[src/rtl/ps2_key_pkg.sv]
// Shared types and byte constants for the PS/2 keyboard-line decoder.
package ps2_key_pkg;

  typedef enum logic [1:0] {
    IDLE,
    DATA,
    PARITY,
    STOP
  } ps2_state_t;

  localparam logic [7:0] PFX_EXT    = 8'hE0;
  localparam logic [7:0] PFX_REL    = 8'hF0;
  localparam logic [7:0] PFX_PAUSE  = 8'hE1;
  localparam logic [7:0] PAUSE_CODE = 8'h77;
  localparam logic [2:0] PAUSE_SKIP = 3'd7;

endpackage

[src/rtl/ps2_key_if.sv]
// Event word produced by the PS/2 decoder: toggle/make/ext/code plus a frame-error pulse.
interface ps2_key_if;

  logic [10:0] ps2_key;
  logic        frame_err;

  modport master (output ps2_key, output frame_err);
  modport slave  (input  ps2_key, input  frame_err);

endinterface

[src/rtl/ps2_line_filter.sv]
// Two-flop synchroniser followed by a stable-count glitch filter; output idles high.
module ps2_line_filter #(
  parameter int FILTER_LEN = 8
) (
  input  logic i_clk,
  input  logic i_rst_n,
  input  logic i_line,
  output logic o_level
);

  localparam int CW = $clog2(FILTER_LEN + 1);

  logic          r_meta;
  logic          r_sync;
  logic          r_level;
  logic [CW-1:0] r_cnt;

  // The level only moves after FILTER_LEN consecutive cycles of disagreement.
  always_ff @(posedge i_clk or negedge i_rst_n) begin
    if (!i_rst_n) begin
      r_meta  <= 1'b1;
      r_sync  <= 1'b1;
      r_level <= 1'b1;
      r_cnt   <= '0;
    end else begin
      r_meta <= i_line;
      r_sync <= r_meta;
      if (r_sync == r_level) begin
        r_cnt <= '0;
      end else if (r_cnt == CW'(FILTER_LEN - 1)) begin
        r_level <= r_sync;
        r_cnt   <= '0;
      end else begin
        r_cnt <= r_cnt + CW'(1);
      end
    end
  end

  assign o_level = r_level;

endmodule

[src/rtl/ps2_key_decoder.sv]
// PS/2 keyboard decoder: frames bytes, resolves E0/F0/E1 prefixes, emits one ps2_key event per key.
// Optional PS2_WATCHDOG_EN aborts a stalled frame after TIMEOUT_CYC cycles.
module ps2_key_decoder
  import ps2_key_pkg::*;
#(
  parameter int FILTER_LEN  = 8,
  parameter int TIMEOUT_CYC = 64000
) (
  input  logic         clk_sys,
  input  logic         reset_n,
  input  logic         ps2_clk,
  input  logic         ps2_data,
  ps2_key_if.master    key_bus
);

  if (FILTER_LEN < 1 || TIMEOUT_CYC < 1 || TIMEOUT_CYC > 131071) begin : g_param_check
    $error("ps2_key_decoder: FILTER_LEN or TIMEOUT_CYC out of range");
  end

  logic [1:0] w_raw;
  logic [1:0] w_filt;
  logic       w_fall;
  logic       w_bit;
  logic       w_frame_ok;
  logic       w_wd_expire;

  assign w_raw = {ps2_data, ps2_clk};

  for (genvar gi = 0; gi < 2; gi++) begin : g_line
    ps2_line_filter #(.FILTER_LEN(FILTER_LEN)) u_filter (
      .i_clk   (clk_sys),
      .i_rst_n (reset_n),
      .i_line  (w_raw[gi]),
      .o_level (w_filt[gi])
    );
  end

  ps2_state_t  r_state;
  logic        r_clk_prev;
  logic [2:0]  r_bit_cnt;
  logic [7:0]  r_shift;
  logic        r_parity;
  logic        r_ext;
  logic        r_rel;
  logic [2:0]  r_skip;
  logic [10:0] r_key;
  logic        r_frame_err;

  assign w_fall     = r_clk_prev & ~w_filt[0];
  assign w_bit      = w_filt[1];
  assign w_frame_ok = (^{r_shift, r_parity}) & w_bit;

`ifdef PS2_WATCHDOG_EN
  logic [16:0] r_wd_cnt;
  logic        w_edge;

  assign w_edge      = r_clk_prev ^ w_filt[0];
  assign w_wd_expire = (r_wd_cnt == 17'(TIMEOUT_CYC));

  always_ff @(posedge clk_sys or negedge reset_n) begin
    if (!reset_n) begin
      r_wd_cnt <= '0;
    end else if (w_edge || r_state == IDLE) begin
      r_wd_cnt <= '0;
    end else begin
      r_wd_cnt <= r_wd_cnt + 17'd1;
    end
  end
`else
  assign w_wd_expire = 1'b0;
`endif

  always_ff @(posedge clk_sys or negedge reset_n) begin
    if (!reset_n) begin
      r_state     <= IDLE;
      r_clk_prev  <= 1'b1;
      r_bit_cnt   <= '0;
      r_shift     <= '0;
      r_parity    <= 1'b0;
      r_ext       <= 1'b0;
      r_rel       <= 1'b0;
      r_skip      <= '0;
      r_key       <= '0;
      r_frame_err <= 1'b0;
    end else begin
      r_frame_err <= 1'b0;
      r_clk_prev  <= w_filt[0];
      if (w_wd_expire) begin
        r_state <= IDLE;
        r_ext   <= 1'b0;
        r_rel   <= 1'b0;
        r_skip  <= '0;
      end else if (w_fall) begin
        case (r_state)
          IDLE: begin
            if (!w_bit) begin
              r_state   <= DATA;
              r_bit_cnt <= '0;
            end
          end
          DATA: begin
            r_shift   <= {w_bit, r_shift[7:1]};
            r_bit_cnt <= r_bit_cnt + 3'd1;
            if (r_bit_cnt == 3'd7) r_state <= PARITY;
          end
          PARITY: begin
            r_parity <= w_bit;
            r_state  <= STOP;
          end
          STOP: begin
            r_state <= IDLE;
            if (!w_frame_ok) begin
              r_frame_err <= 1'b1;
              r_ext       <= 1'b0;
              r_rel       <= 1'b0;
            end else if (r_skip != 3'd0) begin
              // Pause: swallow the rest of the sequence, emit a single make at its end.
              r_skip <= r_skip - 3'd1;
              if (r_skip == 3'd1) r_key <= {~r_key[10], 1'b1, 1'b0, PAUSE_CODE};
            end else if (r_shift == PFX_EXT) begin
              r_ext <= 1'b1;
            end else if (r_shift == PFX_REL) begin
              r_rel <= 1'b1;
            end else if (r_shift == PFX_PAUSE) begin
              r_skip <= PAUSE_SKIP;
            end else begin
              r_key <= {~r_key[10], ~r_rel, r_ext, r_shift};
              r_ext <= 1'b0;
              r_rel <= 1'b0;
            end
          end
          default: r_state <= IDLE;
        endcase
      end
    end
  end

  assign key_bus.ps2_key   = r_key;
  assign key_bus.frame_err = r_frame_err;

endmodule

[src/flat_wrapper.sv]
// flat-port wrapper written by rule: the top's interface ports become plain ports
module ps2_key_decoder_flat import ps2_key_pkg::*;
#(
  parameter int FILTER_LEN  = 8,
  parameter int TIMEOUT_CYC = 64000
)
  (clk_sys, reset_n, ps2_clk, ps2_data, key_bus_ps2_key, key_bus_frame_err);
  ps2_key_if key_bus_i ();
  input  logic clk_sys;
  input  logic reset_n;
  input  logic ps2_clk;
  input  logic ps2_data;
  output wire logic [$bits(key_bus_i.ps2_key)-1:0] key_bus_ps2_key;
  output wire logic [$bits(key_bus_i.frame_err)-1:0] key_bus_frame_err;
  assign key_bus_ps2_key = key_bus_i.ps2_key;
  assign key_bus_frame_err = key_bus_i.frame_err;
  ps2_key_decoder #(.FILTER_LEN(FILTER_LEN), .TIMEOUT_CYC(TIMEOUT_CYC)) u_core (.clk_sys(clk_sys), .reset_n(reset_n), .ps2_clk(ps2_clk), .ps2_data(ps2_data), .key_bus(key_bus_i));
endmodule
[config.mk]
export PLATFORM = sky130hd
export DESIGN_NAME = ps2_key_decoder_flat
export DESIGN_NICKNAME = d
export VERILOG_FILES = /design/src/rtl/ps2_key_pkg.sv /design/src/rtl/ps2_key_if.sv /design/src/rtl/ps2_line_filter.sv /design/src/rtl/ps2_key_decoder.sv /design/src/flat_wrapper.sv
export SDC_FILE = /design/constraint.sdc
export NUM_CORES = 1
export LEC_CHECK = 0
export BUFFER_PORTS_ARGS = -buffer_cell sky130_fd_sc_hd__buf_2
export CAP_MARGIN = 40
export CELL_PAD_IN_SITES_DETAIL_PLACEMENT = 0
export CELL_PAD_IN_SITES_GLOBAL_PLACEMENT = 2
export CORE_AREA = 2 2 77 79
export DETAILED_ROUTE_END_ITERATION = 8
export DIE_AREA = 0 0 79 81
export GPL_TIMING_DRIVEN = 0
export PLACE_DENSITY_LB_ADDON = 0.1
export SYNTH_ARGS = -nofsm -noshare
export SYNTH_HDL_FRONTEND = slang
export SYNTH_SLANG_ARGS = --single-unit
[constraint.sdc]
create_clock -name clk_sys -period 3.1 [get_ports clk_sys]
set_input_delay 0.155 -clock clk_sys [delete_from_list [all_inputs] [get_ports clk_sys]]
set_output_delay 0.155 -clock clk_sys [all_outputs]
set_load 0.05 [all_outputs]
==> flow_summary.json, run 1 <==
{
  "finalMaxSlewViolations": 0,
  "synth_fp_nets": 199,
  "antenna_cells": 0,
  "ys_seq_area_share_pct": 53.5,
  "cts_tree": "built",
  "reg2reg_depth": 7,
  "synth.distinct_cells": 36,
  "avgSynthCellArea_um2": 11.8,
  "cts_resized": 0,
  "arrival_ns": 2.34,
  "post-route-util_pct": 43.6,
  "start_util_pct": 38.2,
  "viasPerCell": 4.78,
  "grt_pass1_vias": 1374,
  "timing.fmax_ghz": 0.465,
  "end_kind": "flop",
  "ant_nets": 0,
  "numPortBuffers": 15,
  "worst_path_largest_cell_delay_ns": 0.49,
  "numCtsBuffers": 5,
  "grt_pass1_wl_um": 6550,
  "crit_fanout": 10,
  "finalHoldViolations": 0,
  "grt_use_total_pct": 13.5,
  "ios": 16,
  "skew_ns": 0.00938,
  "setup_tns_ns": 0,
  "die_area_um2": 6400,
  "routed_wl_um": 3800,
  "setup_viol": 0,
  "synth_fa_ha_area_share_pct": 6.34,
  "antenna_found_initial": 0,
  "grt_setup_unrepaired": "no",
  "holdCritPathClass": "in2async",
  "crit_family": "XOR/XNOR gates",
  "drc": 0,
  "synth_mux_area_share_pct": 11.6,
  "layout.nets": 225,
  "synth_cells": 184,
  "maxCapViolations": 0,
  "ctsHoldBuffers": 3,
  "worstSetupPathType": "reg2reg",
  "grt_remaining_overflow": 0,
  "cts_num_sinks": 46,
  "cts_buffer_depth": 2,
  "crit_cells": 7,
  "post_cts_buffers": 0,
  "drive_gt1_share_pct": 23.7,
  "synth_top_family_by_area": "simple AND/OR/NAND/NOR gates",
  "leakagePower_nw": 1.21,
  "synth_compound_area_share_pct": 6.29,
  "powerDensity_nw_per_um2": 578,
  "core_region_area_um2": 5680,
  "htree_levels": 2,
  "gp_congestion": 0.724,
  "status": "finished, final reports clean",
  "worst_path_most_repeated_cell": "buf_6",
  "avgRoutedWirePerCell_um": 13.3,
  "synth-seq-cells": 46,
  "crit_slowest_cell": "xnor3_2",
  "timing.final.crit_share_pct": 69.4,
  "hold-worst-slack_ns": 0.359,
  "grt_max_degree": 26,
  "synthSimpleGateAreaFrac_pct": 12.1,
  "drt-initial-drc-count": 116,
  "critPathRequiredTime_ns": 3.29,
  "cts_root_buffer": "clkbuf_8",
  "syn_area_um2": 2170,
  "clk_pin_slew_ns": 0.09,
  "yosys.area_share.xor_xnor_pct": 6.40,
  "fp.dieH_um": 81,
  "crit_buf_inv": 2,
  "startpoint_type": "flop",
  "dp.final_hpwl_um": 2740,
  "die_width_um": 79,
  "area_growth_pct": 14.1,
  "ir_drop_mv": 0.273,
  "use_met1_pct": 16.6,
  "clk_latency_ns": 0.30,
  "drt_pass1_iterations": 4,
  "relSlewSlack_pct": 62.6,
  "vias": 1368,
  "grt_busiest_layer": "met2",
  "crit_chain": "buf_6, xnor2_1, xnor3_2, xnor2_4, nand3_2, buf_6, mux2_4",
  "finalCriticalPeriod_ns": 2.15,
  "grt_util_met3_pct": 3.67,
  "yosysWarnings": 0,
  "worst_pin_slew_ns": 0.557,
  "met2_usage_pct": 22.5,
  "std_cell_rows": 28
}
-- where the power goes --
group	leakage, nW	switching (mW)	total, mW	internal, mW
clock	0.0452	0.202	0.361	0.159
sequential	0.608	0.0599	0.751	0.691
combinational	0.554	0.178	0.319	0.141
-- Yosys cell counts --
cell type	count	area share (%)
inv_1	14	2.4
a32o_1	2	0.92
o22ai_1	1	0.29
a21oi_1	5	1.2
nor3b_1	1	0.35
xnor2_4	1	1.3
a32oi_1	1	0.40
nand3_1	4	0.92
o31ai_1	1	0.35
nor2_1	13	2.2
o32a_1	2	0.92
buf_6	2	1.0
nor2b_1	5	1.4
mux2_4	1	0.69
dfrtp_1	39	45
a31oi_1	2	0.58
buf_1	1	0.17
nor3_1	7	1.6
ha_1	11	6.3
nand2b_1	2	0.58
dfstp_2	7	8.5
xnor2_1	9	3.6
nand3_2	1	0.46
o41ai_1	1	0.40
mux2_2	12	6.2
nand2_1	18	3.1
mux2i_1	9	4.2
xor2_1	1	0.40
o21ai_0	4	0.92
a21boi_0	1	0.35
nand4b_1	1	0.40
mux2_1	1	0.52
and2b_2	1	0.40
clkbuf_1	1	0.17
xnor3_2	1	1.1
nor3b_2	1	0.58
-- worst paths after layout --
kind | start | endpoint | slack, ns
min in group clk_sys | u_core.g_line[1].u_filter.r_meta | u_core.g_line[1].u_filter.r_sync | 0.36
hold reg to reg | u_core.g_line[1].u_filter.r_meta | u_core.g_line[1].u_filter.r_sync | 0.36
setup reg to reg | u_core.r_shift[4] | u_core.key_bus.ps2_key[0] | 0.95
max in group asynchronous | reset_n | u_core.g_line[0].u_filter.o_level | 2.14
setup / recovery | u_core.r_shift[4] | u_core.key_bus.ps2_key[0] | 0.95
hold / removal | reset_n | u_core.key_bus.ps2_key[0] | 0.36
-- stage by stage --
step	power, mW	worst slack (ns)	cell area (um^2)	cells
after global placement	1.06	0.972	2340	274
after CTS	1.46	0.936	2470	286
after floorplan	0.991	1.11	2170	184
after detailed placement	1.08	0.946	2360	275
after global routing	1.53	0.781	2470	286
final	1.43	0.949	2470	286
-- flip-flops by register name, summed over array words and instances (netlist names) --
name and count:
u_core.g_line.u_filter.o_level 2, u_core.r_bit_cnt 3, u_core.key_bus.frame_err 1, u_core.r_ext 1
u_core.r_rel 1, u_core.g_line.u_filter.r_sync 2, u_core.r_parity 1, u_core.r_clk_prev 1
u_core.r_shift 8, u_core.r_state 2, u_core.key_bus.ps2_key 11, u_core.r_skip 3
u_core.g_line.u_filter.r_meta 2, u_core.g_line.u_filter.r_cnt 8
-- cells in the final DEF (no fill, tap or decap), types with 2 or more instances in the layout --
cell type,count
dfrtp_1,39
nand2_1,18
buf_2,15
inv_1,14
nor2_1,13
mux2_2,12
ha_1,11
xnor2_1,9
mux2i_1,9
nor3_1,7
dfstp_2,7
nor2b_1,5
a21oi_1,5
clkbuf_8,5
nand3_1,4
o21ai_0,4
dlygate4sd3_1,3
clkbuf_1,2
buf_6,2
nand2b_1,2
o32a_1,2
a32o_1,2
a31oi_1,2
-- final cells by class --
cell class / count / area, um^2
Tap cell: 75 / 93.8
Timing Repair Buffer: 19 / 125
Clock buffer: 6 / 72.6
Sequential cell: 46 / 1160
Inverter: 14 / 52.6
Buffer: 4 / 30.0
Fill cell: 565 / 3200
Clock inverter: 2 / 13.8
Multi-Input combinational cell: 120 / 927
-- worst register-to-register path, stage by stage (launching register included) --
cell and delay, ns:
dfrtp_1 0.38, buf_6 0.14, xnor2_1 0.16, xnor3_2 0.49, xnor2_4 0.28, nand3_2 0.13
buf_6 0.18, mux2_4 0.29
-- kinds of logic (layout without fill, tap and decap cells) --
family,Yosys count,after routing
AND/OR/NAND/NOR,54,54
XOR/XNOR,12,12
buffers and inverters,18,45
flip-flops,46,46
adder cells (fa/ha/maj),11,11
multiplexers,23,23
AO/OA/AOI/OAI,20,20
-- routing by layer --
metal  wire length [um]  share of wire, %
met5                  0                 0
met4                 67               1.8
met3                150               3.9
met2               1860                49
met1               1730                45
(Power assumes the default switching activity.)
==> inputs of run 2 (changes only) <==
==> constraint.sdc (replaced) <==
create_clock -name clk_sys -period 2.05 [get_ports clk_sys]
set_input_delay 0.1025 -clock clk_sys [delete_from_list [all_inputs] [get_ports clk_sys]]
set_output_delay 0.1025 -clock clk_sys [all_outputs]
set_load 0.05 [all_outputs]
==> run 2 against run 1 <==
Against the previous run: worst hold slack lost 0.050 ns; utilization grew 1.4 points; clock skew shrank 0.00065 ns; combinational power grew 47%; total power grew 52%; largest cell class unchanged; highest routed layer unchanged.
==> flow_summary.json, run 2 (synthesized netlist as in run 1, its figures left out) <==
{
  "cts_root_buffer": "clkbuf_8",
  "worst_path_largest_cell_delay_ns": 0.48,
  "gp_congestion": 0.724,
  "worst_slack_ns": 0.0161,
  "std_cell_rows": 28,
  "skew_ns": 0.00873,
  "grt_use_total_pct": 13.5,
  "drive_gt1_share_pct": 29.2,
  "timing.final.crit_share_pct": 99.2,
  "design_area_um2": 2550,
  "area_growth_pct": 17.7,
  "reg2reg_setup_slack_ns": 0.02,
  "numPortBuffers": 15,
  "grt_remaining_overflow": 0,
  "timing.fmax_ghz": 0.492,
  "met2_usage_pct": 22.5,
  "arrival_ns": 2.22,
  "startpoint_type": "flop",
  "vias": 1386,
  "avgRoutedWirePerCell_um": 13.2,
  "placed_area_um2": 2360,
  "finalHoldViolations": 0,
  "drt-initial-drc-count": 113,
  "largest_reg_flops": 11,
  "worst_pin_slew_ns": 0.532,
  "holdCritPathClass": "in2async",
  "cts_tree": "built",
  "use_met1_pct": 16.6,
  "fin_total_pwr_mw": 2.17,
  "crit_chain": "buf_6, xnor2_2, xnor3_2, xnor2_4, nand3_2, buf_8, mux2_4",
  "final_common_cell": "dfrtp_1",
  "critPathRequiredTime_ns": 2.24,
  "routed_wl_um": 3840,
  "grt_pass1_vias": 1377,
  "crit-reg2reg-capture": "u_core.key_bus.ps2_key[0]",
  "powerDensity_nw_per_um2": 852,
  "grt_pass1_wl_um": 6560,
  "antenna_found_initial": 0,
  "setup_viol": 0,
  "ant_nets": 0,
  "core_region_area_um2": 5680,
  "maxCapViolations": 0,
  "grt_busiest_layer": "met2",
  "post-place-ws_ns": -0.104,
  "finalCriticalPeriod_ns": 2.03,
  "status": "finished, final reports clean",
  "drc": 0,
  "end_kind": "flop",
  "ir_drop_mv": 0.421,
  "numCtsBuffers": 5,
  "antenna_cells": 0,
  "clk_pin_slew_ns": 0.09,
  "crit_buf_inv": 2,
  "worstSetupPathType": "reg2reg",
  "grt_max_degree": 26,
  "htree_levels": 2,
  "crit_family": "XOR/XNOR gates",
  "layout.nets": 230,
  "ios": 16,
  "viasPerCell": 4.76,
  "reg2reg_depth": 7,
  "cts_buffer_depth": 2,
  "grt_setup_unrepaired": "yes",
  "start_util_pct": 38.2,
  "grt_util_met3_pct": 3.67,
  "die_width_um": 79,
  "finalMaxSlewViolations": 0,
  "leakagePower_nw": 1.25,
  "dp.final_hpwl_um": 2740,
  "crit_slowest_cell": "xnor3_2",
  "r2r_start": "u_core.r_shift[4]",
  "crit_fanout": 5,
  "drt_pass1_iterations": 4,
  "die_area_um2": 6400,
  "clk_latency_ns": 0.30,
  "final_cell_mix": "dfrtp_1 (36), nand2_1 (18), buf_2 (15), inv_1 (14), nor2_1 (13)",
  "relSlewSlack_pct": 64.5,
  "cts_num_sinks": 46,
  "fp.dieH_um": 81
}
run 2: timing repair:
item	in CTS	in global routing
endpoints found under the hold margin	23	0
gates resized for setup	1	7
pin swaps	2	4
hold buffers	3	0
endpoints found under the setup margin	3	6
setup buffers	2	4
run 2: through the flow:
step	TNS (ns)	hold WS [ns]	cells	util, %
floorplan	0	-0.193	184	-
global placement	-0.0776	0.210	274	41.2
detailed placement	-0.116	0.106	275	41.6
CTS	0	0.329	287	43.8
global route	-0.192	0.354	291	45.0
finish	0	0.309	291	45.0
run 2: power by group:
part | switching (mW) | internal, mW | total, mW
Sequential | 0.115 | 1.05 | 1.16
Combinational | 0.246 | 0.223 | 0.469
Clock | 0.303 | 0.241 | 0.544
run 2: final cells by class:
cell class	instances	area, um^2
Multi-Input combinational cell	120	945
Buffer	3	30.0
Tap cell	75	93.8
Clock inverter	2	13.8
Fill cell	551	3120
Clock buffer	6	72.6
Timing Repair Buffer	25	183
Sequential cell	46	1160
Inverter	14	52.6
run 2: how the worst max path moves through the flow:
stage	from	depth (start not counted)	slack (ns)	to
CTS	u_core.r_shift[1]	6	0.006	u_core.key_bus.ps2_key[0]
detailed placement	u_core.g_line[1].u_filter.o_level	6	-0.10	u_core.key_bus.ps2_key[0]
floorplan	u_core.r_shift[4]	7	0.06	u_core.key_bus.ps2_key[0]
global route	u_core.r_shift[4]	7	-0.05	u_core.key_bus.ps2_key[0]
finish	u_core.r_shift[4]	7	0.02	u_core.key_bus.ps2_key[0]
global placement	u_core.r_shift[4]	7	-0.08	u_core.key_bus.ps2_key[0]
run 2: per-layer routing:
metal / vias to the layer above / share of wire [%]
li1: 688 / -
met1: 665 / 46
met2: 27 / 49
met3: 6 / 3.5
met4: 0 / 1.7
met5: - / 0
==> inputs of run 3 (changes only) <==
==> constraint.sdc (replaced) <==
create_clock -name clk_sys -period 2.05 [get_ports clk_sys]
set_input_delay 0.41 -clock clk_sys [delete_from_list [all_inputs] [get_ports clk_sys]]
set_output_delay 0.41 -clock clk_sys [all_outputs]
set_load 0.05 [all_outputs]
==> run 3 against run 2 <==
Against the previous run: critical path depth did not move; sequential share of layout area rose by 0.54 points; die area did not move; critical path type unchanged; critical endpoint unchanged; highest routed layer unchanged.
==> flow_summary.json, run 3 (synthesized netlist as in run 1, its figures left out) <==
{
  "layout.nets": 227,
  "gp_congestion": 0.724,
  "finalCriticalPeriod_ns": 2.03,
  "maxCapViolations": 0,
  "timing.fmax_ghz": 0.492,
  "powerDensity_nw_per_um2": 860,
  "ant_nets": 0,
  "setup_tns_ns": 0,
  "crit_chain": "buf_6, xnor2_2, xnor3_2, xnor2_4, nand3_2, buf_8, mux2_4",
  "post-place-ws_ns": -0.104,
  "status": "finished, final reports clean",
  "antenna_cells": 0,
  "fin_total_pwr_mw": 2.17,
  "seqCellArea_um2": 1160,
  "drc": 0,
  "finalHoldViolations": 0,
  "post-route-util_pct": 44.5,
  "grt_max_degree": 26,
  "crit_buf_inv": 2,
  "worst_pin_slew_ns": 0.530,
  "multi_input_area_um2": 945,
  "nFillCells": 554,
  "final_cell_mix": "dfrtp_1 (36), nand2_1 (18), buf_2 (15), inv_1 (14), nor2_1 (13)",
  "clk_latency_ns": 0.30,
  "final_common_cell": "dfrtp_1",
  "holdCritPathClass": "in2async",
  "clk_pin_slew_ns": 0.09,
  "place_inst": 275,
  "die_area_um2": 6400,
  "avgRoutedWirePerCell_um": 13.3,
  "placed_area_um2": 2360,
  "fp.dieH_um": 81,
  "ir_drop_mv": 0.421,
  "area_growth_pct": 16.3,
  "drt_pass1_iterations": 3,
  "cts_root_buffer": "clkbuf_8",
  "grt_remaining_overflow": 0,
  "worstSetupPathType": "reg2reg",
  "crit_fanout": 5,
  "crit_slowest_cell": "xnor3_2",
  "drive_gt1_share_pct": 29.6,
  "startpoint_type": "flop",
  "dp.final_hpwl_um": 2740,
  "relSlewSlack_pct": 64.6,
  "crit_family": "XOR/XNOR gates",
  "fin_cells": 288,
  "cts_tree": "built",
  "cts_buffer_depth": 2,
  "vias": 1368,
  "start_util_pct": 38.2,
  "viasPerCell": 4.75,
  "ios": 16,
  "worst_path_largest_cell_delay_ns": 0.48,
  "hold-worst-slack_ns": 0.0823,
  "critPathRequiredTime_ns": 2.24,
  "design_area_um2": 2520,
  "numPortBuffers": 15,
  "grt_pass1_wl_um": 6550,
  "routed_wl_um": 3820,
  "timing.final.crit_share_pct": 99.2,
  "drt-initial-drc-count": 114,
  "numCtsBuffers": 5,
  "grt_setup_unrepaired": "yes",
  "skew_ns": 0.00811,
  "antenna_found_initial": 0,
  "finalMaxSlewViolations": 0,
  "worst_slack_ns": 0.0169,
  "setup_viol": 0,
  "largest_reg_flops": 11,
  "core_region_area_um2": 5680,
  "grt_use_total_pct": 13.5,
  "end_kind": "flop",
  "std_cell_rows": 28,
  "grt_pass1_vias": 1366,
  "cts_num_sinks": 46,
  "arrival_ns": 2.22,
  "htree_levels": 2,
  "leakagePower_nw": 1.23,
  "die_width_um": 79
}
run 3: layout make-up:
class                           count  area share, %
Sequential cell                    46           46.1
Multi-Input combinational cell    120           37.4
Timing Repair Buffer               22           6.05
Tap cell                           75           3.72
Clock buffer                        6           2.88
Inverter                           14           2.08
Buffer                              3           1.19
Clock inverter                      2          0.545
run 3: path summary, 6_finish.rpt:
kind,startpoint,endpoint,slack [ns],cells past startpoint
worst max-delay path,u_core.r_shift[4],u_core.key_bus.ps2_key[0],0.02,7
worst min-delay path,reset_n,u_core.key_bus.ps2_key[0],0.08,1
worst max register to register,u_core.r_shift[4],u_core.key_bus.ps2_key[0],0.02,7
worst min register to register,u_core.g_line[1].u_filter.r_meta,u_core.g_line[1].u_filter.r_sync,0.36,0
max in group asynchronous,reset_n,u_core.g_line[0].u_filter.o_level,1.37,2
min in group clk_sys,ps2_clk,u_core.g_line[0].u_filter.r_meta,0.21,1
run 3: where the power goes:
group / switching, mW / internal (mW) / total [mW] / leakage, nW
logic: 0.245 / 0.220 / 0.465 / 0.587
clock network: 0.304 / 0.241 / 0.545 / 0.0452
registers: 0.115 / 1.05 / 1.16 / 0.603
total: 0.664 / 1.51 / 2.17 / 1.23
run 3: routing by layer:
layer	part of all wire, %	GRT usage [%]
met1	46	16.6
met2	49	22.5
met3	3.2	3.67
met4	1.7	5.69
met5	0	0
run 3: timing repair:
item,CTS,global route
hold buffers,0,0
endpoints found under the setup margin,3,6
gates resized for setup,1,7
pin swaps,2,4
setup buffers,2,4
